**src/rtl/rb_cfg_bank.sv**
```systemverilog
// rb_cfg_bank: generic bus-accessed register bank.
//   - NUM_CFG read/write configuration words, exported flat on cfg_q
//   - NUM_STS sticky status words (write-one-to-clear) with a masked,
//     registered interrupt
//   - optional shadow/commit stage, enabled by defining RB_SHADOW_EN
//
// Address map (A = NUM_CFG, B = NUM_CFG+NUM_STS):
//   0..A-1  config        A..B-1  status (W1C)
//   B       IRQ_MASK      B+1     COMMIT (write = commit, read = pending)
//   >B+1    error (rsp_err=1, rdata 0, no side effects)
//
// Ports:
//   clk, rst_n            clock, async active-low reset
//   req_valid/ready       request handshake; req_write, req_addr, req_wdata
//   rsp_valid/ready       registered response; rsp_rdata, rsp_err
//   commit_strobe         external commit pulse (shadow build only)
//   cfg_q                 active configuration, word i at [i*DATA_W +: DATA_W]
//   sts_in                status event bits, same packing as cfg_q
//   sts_irq               registered OR of (sticky & mask)
module rb_cfg_bank #(
    parameter int unsigned       DATA_W  = 8,
    parameter int unsigned       NUM_CFG = 4,
    parameter int unsigned       NUM_STS = 2,
    parameter int unsigned       ADDR_W  = 8,
    parameter logic [DATA_W-1:0] CFG_RST = '0
) (
    input  logic                        clk,
    input  logic                        rst_n,
    input  logic                        req_valid,
    output logic                        req_ready,
    input  logic                        req_write,
    input  logic [ADDR_W-1:0]           req_addr,
    input  logic [DATA_W-1:0]           req_wdata,
    output logic                        rsp_valid,
    input  logic                        rsp_ready,
    output logic [DATA_W-1:0]           rsp_rdata,
    output logic                        rsp_err,
    input  logic                        commit_strobe,
    output logic [NUM_CFG*DATA_W-1:0]   cfg_q,
    input  logic [NUM_STS*DATA_W-1:0]   sts_in,
    output logic                        sts_irq
);

    localparam logic [ADDR_W-1:0] MASK_ADDR   = ADDR_W'(NUM_CFG + NUM_STS);
    localparam logic [ADDR_W-1:0] COMMIT_ADDR = ADDR_W'(NUM_CFG + NUM_STS + 1);

    typedef struct packed {
        logic              valid;
        logic              err;
        logic [DATA_W-1:0] rdata;
    } rsp_t;

    rsp_t                             rsp_r;
    logic [NUM_CFG-1:0][DATA_W-1:0]   cfg_r;     // active words
    logic [NUM_CFG-1:0][DATA_W-1:0]   cfg_view;  // what a config read returns
    logic [NUM_STS-1:0][DATA_W-1:0]   sts_ev;
    logic [NUM_STS-1:0][DATA_W-1:0]   sts_r;
    logic [NUM_CFG-1:0]               cfg_we;
    logic [DATA_W-1:0]                mask_r;
    logic [DATA_W-1:0]                sts_or;
    logic [DATA_W-1:0]                rd_data;
    logic [DATA_W-1:0]                commit_rd;
    logic                             rd_err;
    logic                             accept;
    logic                             wr_accept;
    logic                             irq_r;

    assign req_ready = !rsp_r.valid || rsp_ready;
    assign accept    = req_valid && req_ready;
    assign wr_accept = accept && req_write;

    assign rsp_valid = rsp_r.valid;
    assign rsp_err   = rsp_r.err;
    assign rsp_rdata = rsp_r.rdata;
    assign cfg_q     = cfg_r;
    assign sts_ev    = sts_in;
    assign sts_irq   = irq_r;

`ifdef RB_SHADOW_EN
    logic commit;
    logic pending;

    // A COMMIT write and a strobe in the same cycle collapse into one commit.
    assign commit    = commit_strobe || (wr_accept && req_addr == COMMIT_ADDR);
    assign commit_rd = DATA_W'(pending);

    // A config write wins over a same-cycle commit: the new value is still
    // sitting in the shadow afterwards, so pending must stay set.
    always_ff @(posedge clk or negedge rst_n) begin
        if (!rst_n)         pending <= 1'b0;
        else if (|cfg_we)   pending <= 1'b1;
        else if (commit)    pending <= 1'b0;
    end
`else
    logic unused_commit;
    assign unused_commit = commit_strobe;
    assign commit_rd     = '0;
`endif

    for (genvar i = 0; i < NUM_CFG; i++) begin : g_cfg
        logic [DATA_W-1:0] act;

        assign cfg_we[i] = wr_accept && (req_addr == ADDR_W'(i));
        assign cfg_r[i]  = act;
`ifdef RB_SHADOW_EN
        logic [DATA_W-1:0] shadow;

        // Commit copies the pre-edge shadow, so a same-cycle write is
        // deferred to the next commit.
        always_ff @(posedge clk or negedge rst_n) begin
            if (!rst_n) begin
                shadow <= CFG_RST;
                act    <= CFG_RST;
            end else begin
                if (cfg_we[i]) shadow <= req_wdata;
                if (commit)    act    <= shadow;
            end
        end
        assign cfg_view[i] = shadow;
`else
        always_ff @(posedge clk or negedge rst_n) begin
            if (!rst_n)         act <= CFG_RST;
            else if (cfg_we[i]) act <= req_wdata;
        end
        assign cfg_view[i] = act;
`endif
    end

    for (genvar k = 0; k < NUM_STS; k++) begin : g_sts
        logic [DATA_W-1:0] sticky;
        logic [DATA_W-1:0] clr;

        assign clr      = (wr_accept && req_addr == ADDR_W'(NUM_CFG + k)) ? req_wdata : '0;
        assign sts_r[k] = sticky;

        // New events are OR'd in after the clear, so a set beats a W1C.
        always_ff @(posedge clk or negedge rst_n) begin
            if (!rst_n) sticky <= '0;
            else        sticky <= (sticky & ~clr) | sts_ev[k];
        end
    end

    always_ff @(posedge clk or negedge rst_n) begin
        if (!rst_n)                                 mask_r <= '0;
        else if (wr_accept && req_addr == MASK_ADDR) mask_r <= req_wdata;
    end

    always_comb begin
        sts_or = '0;
        for (int k = 0; k < NUM_STS; k++) sts_or = sts_or | sts_r[k];
    end

    always_ff @(posedge clk or negedge rst_n) begin
        if (!rst_n) irq_r <= 1'b0;
        else        irq_r <= |(sts_or & mask_r);
    end

    // Read mux works on pre-edge state, so a read sees the value before any
    // same-cycle write or status update.
    always_comb begin
        rd_data = '0;
        for (int i = 0; i < NUM_CFG; i++)
            if (req_addr == ADDR_W'(i)) rd_data = cfg_view[i];
        for (int k = 0; k < NUM_STS; k++)
            if (req_addr == ADDR_W'(NUM_CFG + k)) rd_data = sts_r[k];
        if (req_addr == MASK_ADDR)   rd_data = mask_r;
        if (req_addr == COMMIT_ADDR) rd_data = commit_rd;
        rd_err = (req_addr > COMMIT_ADDR);
    end

    always_ff @(posedge clk or negedge rst_n) begin
        if (!rst_n) begin
            rsp_r <= '0;
        end else if (accept) begin
            rsp_r.valid <= 1'b1;
            rsp_r.err   <= rd_err;
            rsp_r.rdata <= (req_write || rd_err) ? '0 : rd_data;
        end else if (rsp_ready) begin
            rsp_r.valid <= 1'b0;
        end
    end

endmodule

```
**config.mk**
```make
export PLATFORM = sky130hd
export DESIGN_NAME = rb_cfg_bank
export DESIGN_NICKNAME = d
export VERILOG_FILES = /design/src/rtl/rb_cfg_bank.sv
export SDC_FILE = /design/constraint.sdc
export NUM_CORES = 1
export LEC_CHECK = 0
export BUFFER_PORTS_ARGS = -buffer_cell sky130_fd_sc_hd__buf_2
export CAP_MARGIN = 30
export CORE_MARGIN = 4
export CORE_UTILIZATION = 48
export DETAILED_ROUTE_END_ITERATION = 8
export PLACE_DENSITY_LB_ADDON = 0.12
export SYNTH_ARGS = -nofsm -noshare
export SYNTH_HDL_FRONTEND = slang
export SYNTH_SLANG_ARGS = --single-unit
```
**constraint.sdc**
```tcl
create_clock -name clk -period 1.5 [get_ports clk]
set_input_delay 0.15 -clock clk [delete_from_list [all_inputs] [get_ports clk]]
set_output_delay 0.15 -clock clk [all_outputs]
set_load 0.01 [all_outputs]
```
# Word level (Yosys, flattened, before mapping)
# Cells that the tools add are included.
[word_totals]
regBits = 67
input_bits = 38
out_inout_bits = 44
wordCells = 55
[op_classes]
magnitude_cmp = 1
n_eq_ne = 7
n_mux = 13
bitwise_logic = 8
n_reduce_logical = 15
[op_table]
columns = ["cell", "count"]
rows = [
  ["$mux W8", 11],
  ["$eq A8 B3 Y1 const B", 4],
  ["$and A8 B8 Y8", 3],
  ["$or A8 B8 Y8", 3],
  ["$eq A8 B2 Y1 const B", 2],
  ["$not A8 Y8", 2],
  ["$logic_and A1 B1 Y1", 9],
  ["$eq A8 B1 Y1 const B", 1],
  ["$gt A8 B3 Y1 const B", 1],
  ["$logic_not A8 Y1", 1],
  ["$reduce_or A8 Y1", 1],
  ["$logic_or A1 B1 Y1", 2],
  ["$mux W1", 2],
  ["$reduce_bool A2 Y1", 1],
  ["$logic_not A1 Y1", 1],
]

# Depth between registers and ports, before layout
[logic_depth]
ltp_word = 10
mapped_depth = 6
mapped_depth_nobuf = 4

# Worst setup path before layout
# No wires, ideal clock.
[synth_path]
path_kind = "reg2reg"
from = "register rsp_r, in the netlist rsp_valid"
to = "register mask_r[0]"
setup_ns = 0.125
arrival_time_ns = 1.461
required_time_ns = 1.375
slack_ns = -0.085
path_stages_with_launch = 7
n_path_buf = 2
period_less_slack_ns = 1.585
path_cell_list = "dfrtp_1 -> nand2b_2 -> and4_1 -> buf_4 -> and2_1 -> buf_4 -> mux2_2"
[synth_between]
elab_chain_len = 5
[synth_rtl]
columns = ["element", "line_no", "rtl"]
rows = [
  ["from (decl)", "53", "rsp_t rsp_r;"],
  ["$logic_not A1 Y1", "68", "assign req_ready = !rsp_r.valid || rsp_ready;"],
  ["$logic_or A1 B1 Y1", "68", ""],
  ["net req_ready", "30", "output logic req_ready,"],
  ["$logic_and A1 B1 Y1", "69", "assign accept = req_valid && req_ready;"],
  ["$logic_and A1 B1 Y1", "70", "assign wr_accept = accept && req_write;"],
  ["$logic_and A1 B1 Y1", "145", "else if (wr_accept && req_addr == MASK_ADDR) mask_r <= req_wdata;"],
  ["to (signal assigned)", "145", ""],
  ["to (decl)", "59", "logic [DATA_W-1:0] mask_r;"],
]
# The timed path passes the listed nets, and every way through them passes these cells.
# A chain may end at the register's enable or synchronous reset.

# Worst setup path after layout
[layout_path]
from = "register rsp_r, in the netlist rsp_valid"
to = "register g_cfg[2].act[7]"
[layout_between]
elab_chain_len = 5
[layout_rtl]
columns = ["element", "line_no", "rtl"]
rows = [
  ["$logic_not A1 Y1", "68", ""],
  ["$logic_or A1 B1 Y1", "68", ""],
  ["$logic_and A1 B1 Y1", "69", ""],
  ["$logic_and A1 B1 Y1", "70", ""],
  ["$logic_and A1 B1 Y1", "103", "assign cfg_we[i] = wr_accept && (req_addr == ADDR_W'(i));"],
  ["to (signal assigned)", "123", "else if (cfg_we[i]) act <= req_wdata;"],
  ["to (decl)", "101", "logic [DATA_W-1:0] act;"],
]
# Every way passes these cells.

==> results.yml <==
status:
  status: "complete, but fails checks"
  violations: "negative setup slack"
cells_and_area:
  post-route-util_pct: 67.8
  area_growth_pct: 35.7
  stdcell_count: 456
  antennaDiodeCount: 0
  drive_gt1_share_pct: 45.6
  final_nets: 412
logic_synthesis:
  synth_seq_cells: 67
  synth_area_leaders: "dfrtp_1 (52%), mux2_2 (14%), mux2i_1 (7.2%)"
  synthXorXnorAreaFrac_pct: 0
  synth_fa_ha_area_share_pct: 0
  synth_commonest_cells: "dfrtp_1 (67), mux2_2 (41), mux2i_1 (23)"
  syn_area_per_cell_um2: 12.6
  syn_nets: 292
  yosysUniqueCellTypes: 36
  synth-edff-count: 0
  synthMuxAreaShare_pct: 21.6
  synth_compound_area_share_pct: 13.4
  ys_async_sr_fraction_pct: 100
  ys.flop_type: "dfrtp_1"
  synth_top_family_by_area: "multiplexers"
  synth_area_um2: 3210
  yosysMostFrequentCell: "dfrtp_1"
  ys_seq_area_share_pct: 52.2
  yosys.area_share.simple_pct: 10.2
  yosysWarnings: 0
  synthDominantCellAreaShare_pct: 52.2
  syn_inst: 254
  yosys.area.top_type: "dfrtp_1"
grt:
  track_usage_pct: 22.2
  grt_max_degree: 68
  grt_pass1_wl_mm: 14.2
  antenna_found_initial: 0
  grt-ovfl-total: 0
  first_global_vias: 2683
power:
  clkPwrFrac_pct: 40.1
  pwr-share-seq_pct: 48.8
  power_w: 0.00381
  vdd_drop_max_v: 0.000576
  power_leakage_nw: 2.10
  switchingPower_w: 0.000949
  p_sw_share_pct: 24.9
  powerDensity_nw_per_um2: 874
  combPwrFrac_pct: 11.1
  power.internal_w: 0.00286
critical_path:
  startpoint_type: "flop"
  worstPathCellList: "nand2b_4 -> nand4_4 -> and2b_4 -> mux2_2"
  cpPeakStageDelay_ns: 0.40
  slowest_stage: "dfrtp_1"
  cp.arrival_ns: 1.74
  required_ns: 1.72
  critPathMaxFanout: 8
  critical_path_class: "flop to flop"
  cp-end-kind: "flop"
floorplan:
  rows: 29
  dieWidth_um: 89.8
  die-area_um2: 8060
  start_util_pct: 50.0
  ioPinCount: 82
  core-area_um2: 6420
  die_h_um: 89.8
routing:
  first_pass_iters: 4
  routed_wl_mm: 8.71
  remaining_drc_errors: 0
  drtAntennaViolNets: 0
  first_iter_violations: 82
  wl_per_cell_um: 19.1
  via_count: 2584
  viasPerCell: 5.67
placed_design:
  place_inst: 422
  gp_congestion: 0.818
  place_hpwl_mm: 6.16
  io_buffers: 80
sta:
  clock_skew_ns: 0.00872
  hold_viol: 0
  finalCritPeriodShare_pct: 101
  timing.slew.headroom_pct: 46.5
  max_freq_mhz: 661
  worst_pin_slew_ns: 0.800
  fin_ws_ns: -0.0123
  hold_ws_ns: 0.109
  final_max_slew_viol_count: 0
  setup_viol: 4
  rsz0062_at_grt: "true"
  fin_crit_ns: 1.51
run:
  drv_cap: 0
clocking:
  path_clk_slew_ns: 0.07
  cts_buffers: 9
  cts_sinks: 67
  clockBufferDepth: 2
  cts_tree: "done"
  cts-root-buf: "clkbuf_8"
  clock_latency_ns: 0.34
  ctsHtreeMaxLevel: 3
worst_hold_path:
  hold_class: "input port to flop"
## path summary, 6_finish.rpt
path | start | endpoint | slack [ns] | depth (start not counted)
setup / recovery | rsp_valid$_DFFE_PN0P_ | g_cfg[2].act[7]$_DFFE_PN0P_ | -0.01 | 4
hold / removal | req_valid | rsp_valid$_DFFE_PN0P_ | 0.11 | 3
setup reg to reg | rsp_valid$_DFFE_PN0P_ | g_cfg[2].act[7]$_DFFE_PN0P_ | -0.01 | 4
hold reg to reg | rsp_rdata[5]$_DFFE_PN0P_ | rsp_rdata[5]$_DFFE_PN0P_ | 0.49 | 1
max in group asynchronous | rst_n | g_cfg[2].act[3]$_DFFE_PN0P_ | 0.85 | 3
min in group asynchronous | rst_n | g_cfg[3].act[0]$_DFFE_PN0P_ | 0.36 | 3
## power by group through the flow
stage / Combinational (W) / Sequential, W / Clock, W
2_1_floorplan: 0.000164 / 0.00190 / 0
4_1_cts: 0.000421 / 0.00186 / 0.00155
3_5_place_dp: 0.000383 / 0.00189 / 0
3_3_place_gp: 0.000377 / 0.00189 / 0
6_report: 0.000424 / 0.00186 / 0.00153
5_1_grt: 0.000465 / 0.00186 / 0.00163
## kinds of logic (layout without fill, tap and decap cells)
| kind of cell | after synthesis | in the layout |
|---|---|---|
| compound gates | 56 | 56 |
| mux | 64 | 64 |
| flops | 67 | 67 |
| simple gates | 51 | 51 |
| buf+inv | 16 | 141 |
## cells in the final DEF (no fill, tap or decap), types with 2 or more instances in the layout
master | synthesis | final
a21o_1 | 16 | 16
a32o_1 | 8 | 8
mux2_4 | 0 | 28
a22oi_1 | 6 | 6
nand3_1 | 17 | 17
dlygate4sd3_1 | 0 | 17
o211ai_1 | 8 | 8
nor2b_1 | 4 | 4
nand4_1 | 2 | 2
a221oi_1 | 2 | 2
clkinv_4 | 0 | 2
o21a_1 | 6 | 6
clkinvlp_4 | 0 | 2
clkbuf_8 | 0 | 10
buf_2 | 5 | 80
dfrtp_1 | 67 | 67
buf_6 | 0 | 3
buf_12 | 0 | 2
nor2_1 | 4 | 4
buf_4 | 4 | 22
mux2i_1 | 23 | 23
nand2_1 | 10 | 10
mux2_2 | 41 | 13
o21ai_0 | 8 | 8
## timing repair
item / 4_1_cts / 5_1_grt
gates resized for setup: 1 / 23
endpoints found under the hold margin: 83 / 0
hold buffers: 17 / 0
pin swaps: 0 / 1
setup endpoints to repair: 12 / 29
setup buffers: 1 / 0
## state kept, by name, indices dropped and copies added, names as in the netlist
| name | cells |
|---|---|
| sts_irq | 1 |
| mask_r | 8 |
| g_cfg.act | 32 |
| rsp_err | 1 |
| rsp_valid | 1 |
| rsp_rdata | 8 |
| g_sts.sticky | 16 |
## critical path, delay by kind of cell (launching register included)
family / cells / cell delay, ns
muxes: 1 / 0.35
DFF: 1 / 0.40
and+or+nand+nor: 3 / 0.64
## stage by stage
step	setup TNS (ns)	worst slack, ns	area [um^2]
final	-0.0401	-0.0123	4350
after global placement	-6.17	-0.171	3880
after detailed placement	-7.80	-0.204	3880
after floorplan	-0.434	-0.0314	3260
after global routing	-1.31	-0.0777	4350
after CTS	-0.000245	-0.000245	4270
## layer usage
layer,share of wire [%],up-vias,GRT usage [%]
met5,0,-,0
met4,0.88,0,5.11
met2,50,67,38.3
li1,-,1197,-
met3,4.4,9,5.93
met1,45,1311,28.1
## cell type report
cell class,instances,area (um^2)
well taps,77,96.3
repair buffers,124,810
clock buffers,11,141
multi-input cells,171,1560
fillers,509,2070
clock inverters,5,62.6
inverters,1,3.75
flip-flops and latches,67,1680
No activity file was read; power rests on OpenSTA's default activity.
